`src/rtl/priority_arbiter.sv`:
```
// N-way priority arbiter with a one-hot registered grant.
// Fixed priority (highest index wins) or round-robin from a rotating pointer, with optional grant hold.
module priority_arbiter #(
    parameter  int N     = 4,
    localparam int IDX_W = (N > 1) ? $clog2(N) : 1
) (
    input  logic             clk,
    input  logic             reset_n,
    input  logic             mode,
    input  logic             hold,
    input  logic [N-1:0]     req,
    output logic [N-1:0]     gnt,
    output logic [IDX_W-1:0] gnt_idx,
    output logic             gnt_valid
);

    logic [N-1:0]     gnt_q,       gnt_d;
    logic [IDX_W-1:0] gnt_idx_q,   gnt_idx_d;
    logic             gnt_valid_q, gnt_valid_d;
    logic [IDX_W-1:0] ptr_q,       ptr_d;

    int  fix_w;
    int  rr_w;
    int  rr_best;
    int  rr_dist;
    int  ptr_i;
    int  win;
    logic hold_keep;

    // Fixed-priority winner: the ascending scan leaves the highest set index.
    always_comb begin
        fix_w = 0;
        for (int i = 0; i < N; i++) begin
            if (req[i]) fix_w = i;
        end
    end

    // Round-robin winner: the set bit at the smallest circular distance from ptr.
    always_comb begin
        ptr_i   = int'(ptr_q);
        rr_w    = 0;
        rr_best = N;
        rr_dist = 0;
        for (int i = 0; i < N; i++) begin
            if (req[i]) begin
                rr_dist = (i >= ptr_i) ? (i - ptr_i) : (i + N - ptr_i);
                if (rr_dist < rr_best) begin
                    rr_best = rr_dist;
                    rr_w    = i;
                end
            end
        end
    end

    // The owner's request is visible through the one-hot grant, so no index decode is needed.
    assign hold_keep = hold & gnt_valid_q & (|(req & gnt_q));

    always_comb begin
        gnt_d       = gnt_q;
        gnt_idx_d   = gnt_idx_q;
        gnt_valid_d = gnt_valid_q;
        ptr_d       = ptr_q;
        win         = mode ? rr_w : fix_w;
        if (hold_keep) begin
            gnt_d = gnt_q;
        end else if (req == '0) begin
            gnt_d       = '0;
            gnt_idx_d   = '0;
            gnt_valid_d = 1'b0;
        end else begin
            for (int i = 0; i < N; i++) begin
                gnt_d[i] = (i == win);
            end
            gnt_idx_d   = IDX_W'(win);
            gnt_valid_d = 1'b1;
            if (mode) begin
                ptr_d = (rr_w == N - 1) ? '0 : IDX_W'(rr_w + 1);
            end
        end
    end

    always_ff @(posedge clk or negedge reset_n) begin
        if (!reset_n) begin
            gnt_q       <= '0;
            gnt_idx_q   <= '0;
            gnt_valid_q <= 1'b0;
            ptr_q       <= '0;
        end else begin
            gnt_q       <= gnt_d;
            gnt_idx_q   <= gnt_idx_d;
            gnt_valid_q <= gnt_valid_d;
            ptr_q       <= ptr_d;
        end
    end

    assign gnt       = gnt_q;
    assign gnt_idx   = gnt_idx_q;
    assign gnt_valid = gnt_valid_q;

endmodule
```
`config.mk`:
```
export PLATFORM = sky130hd
export DESIGN_NAME = priority_arbiter
export DESIGN_NICKNAME = d
export VERILOG_FILES = /design/src/rtl/priority_arbiter.sv
export SDC_FILE = /design/constraint.sdc
export NUM_CORES = 1
export LEC_CHECK = 0
export ABC_CLOCK_PERIOD_IN_PS = 3900
export BUFFER_PORTS_ARGS = -buffer_cell sky130_fd_sc_hd__buf_4
export CAP_MARGIN = 10
export CELL_PAD_IN_SITES_DETAIL_PLACEMENT = 1
export CELL_PAD_IN_SITES_GLOBAL_PLACEMENT = 2
export CORE_MARGIN = 5
export CORE_UTILIZATION = 31
export CTS_CLUSTER_SIZE = 14
export DETAILED_ROUTE_END_ITERATION = 10
export HOLD_SLACK_MARGIN = 0.02
export PLACE_DENSITY = 0.82
export SETUP_SLACK_MARGIN = 0.3
export SLEW_MARGIN = 20
export SYNTH_ARGS = -nofsm -noshare
export SYNTH_HDL_FRONTEND = slang
export SYNTH_SLANG_ARGS = --single-unit
```
`constraint.sdc`:
```
create_clock -name clk -period 3.9 [get_ports clk]
set_input_delay 0.39 -clock clk [delete_from_list [all_inputs] [get_ports clk]]
set_output_delay 0.39 -clock clk [all_outputs]
set_load 0.1 [all_outputs]
```
After elaboration in Yosys (flattened, before gate mapping) --
Cells that the tools add are included. Widths: inputs -> output; s select.
Word-level totals: word-level logic and storage cells 55, input port bits 8, flip-flop bits (word level) 9, output and inout bits 7
Cells by class: $lt $le $gt $ge 7, add/subtract/negate cells 8, reduce and logical (&&, ||, !) cells 4, eq/ne operators 4, bitwise gates (word level) 5, multiplexer cells 23
Operators by type and width (number):
- $mux 32 | 15
- $eq 3x32->1 const A | 2
- $lt 32x32->1 | 2
- $eq 2x32->1 const A | 1
- $eq 32x3->1 const B | 1
- $logic_not 32->1 | 1
- $lt 3x32->1 | 1
- $lt 32x4->1 const B | 1
- $sub 3x2->4 const A | 3
- $mux 2 | 3
- $sub 1x2->3 const A | 2
- $sub 2x2->3 const A | 2
- $and 4x4->4 | 1
- $ge 1x2->1 const A | 2
- $logic_not 4->1 | 1
- $mux 1 | 4
- $mux 4 | 1
- $reduce_or 4->1 | 1
- $reduce_and 3->1 | 1
- $add 2x2->2 const B | 1
- $and 1x1->1 | 2
- $ge 2x2->1 const A | 1
- $not 1->1 | 2

Longest topological paths before layout --
Gate-level depths: netlist (run 1).
word-level depth 17, gate-level depth with buffers 21, depth with buffers taken out 20

Worst setup path before layout (run 1) --
No wires, ideal clock.
kind register to register, start reg ptr_q[1], end reg gnt_q[1] (netlist: gnt[1]), setup time 0.122 ns, arrival 3.674 ns, setup slack 0.105 ns, cell stages (with the launch flop) 22, path through dfrtp_1 -> buf_4 -> inv_1 -> ha_1 -> nand2_1 -> inv_1 -> ha_1 -> a21o_1 -> a31oi_2 -> mux2i_1 -> ha_1 -> nor4_1 -> and2_2 -> nand2_1 -> nand2_1 -> nor2_1 -> a21oi_1 -> ha_1 -> a21oi_1 -> o31a_1 -> nor2_1 -> a22o_2
Between the ends: longest elaborated chain between the ends 17
RTL lines:
- from (decl) | line 20 | logic [IDX_W-1:0] ptr_q, ptr_d;
- from (signal assigned) | line 92 | ptr_q <= ptr_d;
- $sub 3x2->4, or another cell as far along | line 46 | rr_dist = (i >= ptr_i) ? (i - ptr_i) : (i + N - ptr_i);
- $mux 32 | line 46
- $lt 32x4->1 | line 47 | if (rr_dist < rr_best) begin
- $mux 32 | line 47
- $mux 32 | line 45 | if (req[i]) begin
- $lt 32x32->1 | line 47
- $mux 32 | line 47
- $mux 32 | line 45
- $lt 32x32->1 | line 47
- $mux 32 | line 47
- $mux 32 | line 45
- $lt 3x32->1 | line 47
- $mux 32 | line 47
- $mux 32 (*) | line 45
- $mux 32 (*) | line 63 | win = mode ? rr_w : fix_w;
- $eq 2x32->1 (*) | line 72 | gnt_d[i] = (i == win);
- $mux 4 (*) | line 66 | end else if (req == '0) begin
- to (signal assigned) | line 89 | gnt_q <= gnt_d;
- to (decl) | line 17 | logic [N-1:0] gnt_q, gnt_d;
Mark *: on every way between the ends. The rest lies on a longest branch, timed or not. A chain may end at the register's enable or synchronous reset.

Final worst setup path (run 1) --
start reg ptr_q[1], end reg gnt_q[3] (netlist: gnt[3])
Between the ends: longest elaborated chain between the ends 17
RTL lines (line):
- $sub 3x2->4, or another cell as far along | 46
- $mux 32 | 46
- $lt 32x4->1 | 47
- $mux 32 | 47
- $mux 32 | 45
- $lt 32x32->1 | 47
- $mux 32 | 47
- $mux 32 | 45
- $lt 32x32->1 | 47
- $mux 32 | 47
- $mux 32 | 45
- $lt 3x32->1 | 47
- $mux 32 | 47
- $mux 32 (*) | 45
- $mux 32 (*) | 63
- $eq 3x32->1 (*) | 72
- $mux 4 (*) | 66
Marked as above.

==> metrics.cfg, run 1 <==
[run_status]
status = finished, final reports clean

[timing]
clock.fmax_mhz = 283
hold_viol_final = 0
max-slew-margin-rel_pct = 73.2
rsz0062_at_grt = true
timing.final.crit_share_pct = 90.6
setup_tns_ns = 0
post-route-min-period_ns = 3.53
tightest_slew_ns = 0.398
drv_slew = 0
setup_viol = 0
skew_ns = 0.00766

[cts]
cts_sinks = 9
root_buffer = clkbuf_4
clkSlewWorstSetupHoldPaths_ns = 0.06
insertion_delay_ns = 0.26
cts_tree = done
htree_levels = 1
clk_path_buf_depth = 2
cts_buffers = 3

[floorplanning]
dieWidth_um = 65.4
dieArea_um2 = 4280
die_h_um = 65.4
row_count = 20
initial_core_util_pct = 31.7
core_um2 = 3000
ioPinCount = 15

[worst_setup_path]
start_kind = flip-flop
required_ns = 4.03
critPathCaptureType = flip-flop
cp_max_fo = 4
worstPathArrival_ns = 3.67
critPathKind = flip-flop to flip-flop

[synthesis]
synth_cell_types = 46
ys_ff_latch = 9
syn_nets = 120
yosys-top-cells-count = nand2_1, ha_1, dfrtp_1
syn_inst = 102
synth_largest_area_cell = dfrtp_1
avgSynthCellArea_um2 = 9.32
async_reset_ff_share_pct = 100
netlist_top_cells_area = dfrtp_1, ha_1, nand2_1
netlist_area_um2 = 951
synth-edff-count = 0
synthFlopType = dfrtp_1
synth.yosys.seq_area_share_pct = 23.7
synth_warnings = 0
synthMostInstantiatedCell = nand2_1
synth_top_area_share_pct = 23.7

[power_and_ir_drop]
p_total_mw = 1.35
p_per_area_nw_per_um2 = 974
power.leakage_nw = 0.604
peakVddDrop_mv = 0.380

[layout]
nNetsFinal = 157
multiInputGateArea_um2 = 811
fill_cells = 342
insertedDiodeCount = 0
layout-drive-gt1-share_pct = 55.1
synthToLayoutAreaGrowth_pct = 46.2
postLayoutCoreUtil_pct = 46.3
regArea_um2 = 226

[routing]
dr.pass1.iters = 2
vias = 910
drtIter0Drc = 50
post-route-drc-count = 0
avgViaCountPerCell = 5.32
wirelength_mm = 2.82
wl_per_cell_um = 16.5
ant_nets = 0

[global_route]
grt_overflow = 0
grt_pass1_wl_mm = 4.49
antenna_found_initial = 0
first_global_vias = 914
track_usage_pct = 13.5
grt_max_degree = 11

[placed_design]
portBuffers = 14
gp_congestion = 0.817
dp_hpwl_mm = 2.12

[hold_path]
min_path_type = input port to flip-flop

[job]
cap_violations = 0

-- metal layers --
metal | wire length (um) | global-route usage [%] | vias to the layer above
li1 | - | - | 457
met1 | 1390 | 18.8 | 445
met2 | 1380 | 22.8 | 6
met3 | 42 | 1.20 | 2
met4 | 5 | 2.33 | 0
met5 | 0 | 0 | -
-- layout by cell type, fill, tap and decap left out, drive strengths merged, types with 2 or more instances in the layout --
cell type	instances
a22oi	2
clkbuf	4
a21boi	3
nand2	14
dfrtp	9
nand3	3
o21ai	3
inv	7
a21oi	6
o31ai	3
nor4	2
mux2	2
a211oi	2
nor2b	2
buf	32
and2	3
o211ai	4
ha	10
nor2	7
a221o	2
-- sequential cells by signal (all words and copies together) (netlist names) --
name,count
gnt_valid,1
gnt,4
ptr_q,2
gnt_idx,2
-- final timing paths --
path                                              from                      to  slack [ns]  cells after the start
worst max-delay path              ptr_q[1]$_DFFE_PN0P_      gnt[3]$_DFFE_PN0N_        0.37                     19
worst min-delay path                            req[3]   gnt_valid$_DFFE_PN0N_        0.44                      2
worst max register to register    ptr_q[1]$_DFFE_PN0P_      gnt[3]$_DFFE_PN0N_        0.37                     19
worst min register to register  gnt_idx[1]$_DFFE_PN0N_  gnt_idx[1]$_DFFE_PN0N_        0.51                      1
max in group asynchronous                      reset_n    ptr_q[0]$_DFFE_PN0P_        3.27                      2
min in group asynchronous                      reset_n    ptr_q[1]$_DFFE_PN0P_        0.49                      2
-- kinds of logic (layout without fill, tap and decap cells) --
kind of cell / Yosys count / after routing / synth area share [%]
AND/OR/NAND/NOR: 39 / 39 / 21.6
AO/OA/AOI/OAI: 33 / 33 / 34.2
adder cells (fa/ha/maj): 10 / 10 / 13.2
flip-flops: 9 / 9 / 23.7
buffers and inverters: 8 / 44 / 3.55
multiplexers: 3 / 3 / 3.82
-- repair_timing --
action                                  4_1_cts  5_1_grt
endpoints found under the setup margin        8        8
hold buffers                                  1        0
setup buffers                                 6       10
gates resized for setup                       9       13
endpoints found under the hold margin         9        0
pin swaps                                     5       11
-- report_power, final --
| group | switching [mW] | internal (mW) |
|---|---|---|
| registers | 0.0340 | 0.135 |
| clock network | 0.0322 | 0.0394 |
| logic | 0.662 | 0.452 |
| total | 0.728 | 0.627 |
-- critical path, stage by stage (launching register included) --
cell,delay [ns]
dfrtp_1,0.38
inv_2,0.07
ha_4,0.17
nand2_4,0.08
inv_4,0.04
ha_4,0.16
a21o_1,0.21
a31oi_4,0.18
mux2i_2,0.28
ha_2,0.33
o31ai_4,0.08
nand2_1,0.10
nand2_2,0.12
nor2_2,0.05
a21oi_2,0.10
ha_2,0.25
a211oi_4,0.07
o31ai_4,0.26
nand2_2,0.10
a221o_1,0.36
-- layout make-up --
type	instances	share of cell area (%)
clock buffer	4	1.89
tap	33	2.97
inverter	7	2.25
multi-input combinational	85	58.3
sequential	9	16.3
timing repair buffer	33	18.3
-- metrics by stage --
step | cell area [um2] | worst slack [ns] | instances | hold WS, ns
6_report | 1390 | 0.367 | 171 | 0.435
5_1_grt | 1390 | 0.220 | 171 | 0.437
4_1_cts | 1280 | 0.315 | 161 | 0.434
3_5_place_dp | 1140 | 0.0858 | 150 | 0.222
3_3_place_gp | 1140 | 0.137 | 150 | 0.218
2_1_floorplan | 992 | 0.391 | 102 | 0.0944
Power figures use the tool's default switching activity.
==> run 2: changes to the inputs <==
Settings changed: ABC_CLOCK_PERIOD_IN_PS 3900 to 4200, CORE_UTILIZATION 31 to 37, PLACE_DENSITY 0.82 to 0.91.
Clock period 3.9 ns to 4.2 ns, I/O delays scaled along.
==> metrics.cfg, run 2 (same netlist as run 1, synthesis figures left out) <==
[floorplanning]
core_um2 = 2480  ; was 3000 um2
ioPinCount = 15  ; unchanged
dieArea_um2 = 3680  ; was 4280 um2
row_count = 18  ; was 20
initial_core_util_pct = 38.4  ; was 31.7%
die_h_um = 60.7  ; was 65.4 um
dieWidth_um = 60.7  ; was 65.4 um

[routing]
wl_per_cell_um = 18.5  ; was 16.5 um
ant_nets = 0  ; unchanged
drtIter0Drc = 28  ; was 50
wirelength_mm = 2.86  ; was 2.82 mm
post-route-drc-count = 0  ; unchanged
avgViaCountPerCell = 5.68  ; was 5.32
dr.pass1.iters = 4  ; was 2
vias = 874  ; was 910

[worst_setup_path]
cpLargestDelayFamily = compound AO/OA/AOI/OAI gates  ; unchanged
required_ns = 4.35  ; was 4.03 ns
critical_path.most_common_cell = nand2_2
critPathMaxStageDelay_ns = 0.36  ; was 0.38 ns
crit_slowest_cell = dfrtp_1  ; unchanged
start_kind = flip-flop  ; unchanged
worstPathArrival_ns = 3.87  ; was 3.67 ns
critPathCaptureType = flip-flop  ; unchanged
reg2reg_slack_ns = 0.48  ; was 0.37 ns
path_buf_inv = 2  ; unchanged
critPathKind = flip-flop to flip-flop  ; unchanged
cp_max_fo = 4  ; unchanged
path_cells = inv_1 -> ha_4 -> nand2_2 -> inv_1 -> ha_2 -> a21o_1 -> a31oi_4 -> mux2i_2 -> ha_1 -> nor4_4 -> and2_4 -> nand2_1 -> nand2_2 -> nor2_1 -> a21oi_1 -> ha_2 -> a21oi_4 -> o31ai_4 -> nand2_2 -> a221o_1  ; was inv_2 -> ha_4 -> nand2_4 -> inv_4 -> ha_4 -> a21o_1 -> a31oi_4 -> mux2i_2 -> ha_2 -> o31ai_4 -> nand2_1 -> nand2_2 -> nor2_2 -> a21oi_2 -> ha_2 -> a211oi_4 -> o31ai_4 -> nand2_2 -> a221o_1

[layout]
final_cell_mix = buf_4, nand2_1, dfrtp_1  ; unchanged
nNetsFinal = 143  ; was 157
largest_reg_flops = 4  ; unchanged
layout-drive-gt1-share_pct = 43.5  ; was 55.1%
fin_area_um2 = 1230  ; was 1390 um2
final_common_cell = buf_4  ; unchanged
synthToLayoutAreaGrowth_pct = 29.9  ; was 46.2%
fill_cells = 294  ; was 342
insertedDiodeCount = 0  ; unchanged

[cts]
cts_sinks = 9  ; unchanged
cts_tree = done  ; unchanged
insertion_delay_ns = 0.27  ; was 0.26 ns
clkSlewWorstSetupHoldPaths_ns = 0.07  ; was 0.06 ns
htree_levels = 1  ; unchanged
cts_buffers = 3  ; unchanged
root_buffer = clkbuf_4  ; unchanged
clk_path_buf_depth = 2  ; unchanged

[timing]
rsz0062_at_grt = false  ; was true
max-slew-margin-rel_pct = 77.3  ; was 73.2%
skew_ns = 0.00444  ; was 0.00766 ns
drv_slew = 0  ; unchanged
clock.fmax_mhz = 269  ; was 283 MHz
tightest_slew_ns = 0.340  ; was 0.398 ns
timing.final.crit_share_pct = 88.6  ; was 90.6%
post-route-min-period_ns = 3.72  ; was 3.53 ns
hold_viol_final = 0  ; unchanged
setup_viol = 0  ; unchanged
setup_tns_ns = 0  ; unchanged

[hold_path]
min_path_type = input port to flip-flop  ; unchanged

[job]
cap_violations = 0  ; unchanged

[global_route]
grt_pass1_wl_mm = 4.38  ; was 4.49 mm
first_global_vias = 907  ; was 914
grt_overflow = 0  ; unchanged
track_usage_pct = 16.1  ; was 13.5%
antenna_found_initial = 0  ; unchanged
grt_max_degree = 11  ; unchanged

[placed_design]
gp_congestion = 0.763  ; was 0.817
placed_cell_area_um2 = 1110  ; was 1140 um2
portBuffers = 14  ; unchanged
dp_hpwl_mm = 2.16  ; was 2.12 mm

[run_status]
status = finished, final reports clean  ; unchanged

## run 2: final timing paths
path	start	to	cells after the start
min in group asynchronous	reset_n	gnt[2]$_DFFE_PN0N_	2
min	req[3]	gnt_valid$_DFFE_PN0N_	2
max in group asynchronous	reset_n	ptr_q[0]$_DFFE_PN0P_	2
max reg2reg	ptr_q[1]$_DFFE_PN0P_	gnt[3]$_DFFE_PN0N_	20
max	ptr_q[1]$_DFFE_PN0P_	gnt[3]$_DFFE_PN0N_	20
min reg2reg	gnt_idx[0]$_DFFE_PN0N_	gnt_idx[0]$_DFFE_PN0N_	1
## run 2: cell type report
type                    count  area [um2]  share of cell area, %
clock buffers               3        22.5                   1.82
clock inverters             1        5.00                  0.405
inverters                   7        26.3                   2.13
multi-input cells          85         773                   62.6
flip-flops and latches      9         225                   18.2
well taps                  30        37.5                   3.04
repair buffers             19         145                   11.8
## run 2: per-stage QoR
stage	cells	hold slack (ns)	utilization (%)	setup slack (ns)
2_1_floorplan	102	0.124	-	0.405
3_3_place_gp	148	0.251	44.7	0.304
3_5_place_dp	148	0.253	44.7	0.178
4_1_cts	153	0.445	46.8	0.313
5_1_grt	154	0.444	49.8	0.264
6_report	154	0.451	49.8	0.479
## run 2: per-layer routing
layer	routed length [um]	track usage (%)
met4	24	0.929
met1	1290	21.2
met2	1460	27.9
met5	0	0
met3	79	4.26
## run 2: worst reg2reg max path: cells and delay by family, from the launching register on
kind / cells / cell delay, ns
AOI/OAI and AO/OA: 6 / 1.15
and+or+nand+nor: 7 / 0.93
adders and majority gates: 4 / 0.90
DFF: 1 / 0.36
buffers and inverters: 2 / 0.17
muxes: 1 / 0.11
## run 2: what timing repair did
action	CTS	global route
gates resized for setup	3	16
setup buffers	0	1
endpoints found under the hold margin	9	0
setup endpoints to repair	7	8
hold buffers	1	0
pin swaps	0	4
Power of run 2 is not shown: default switching activity piles up to over one toggle a cycle in this logic, so the estimate is an artifact.
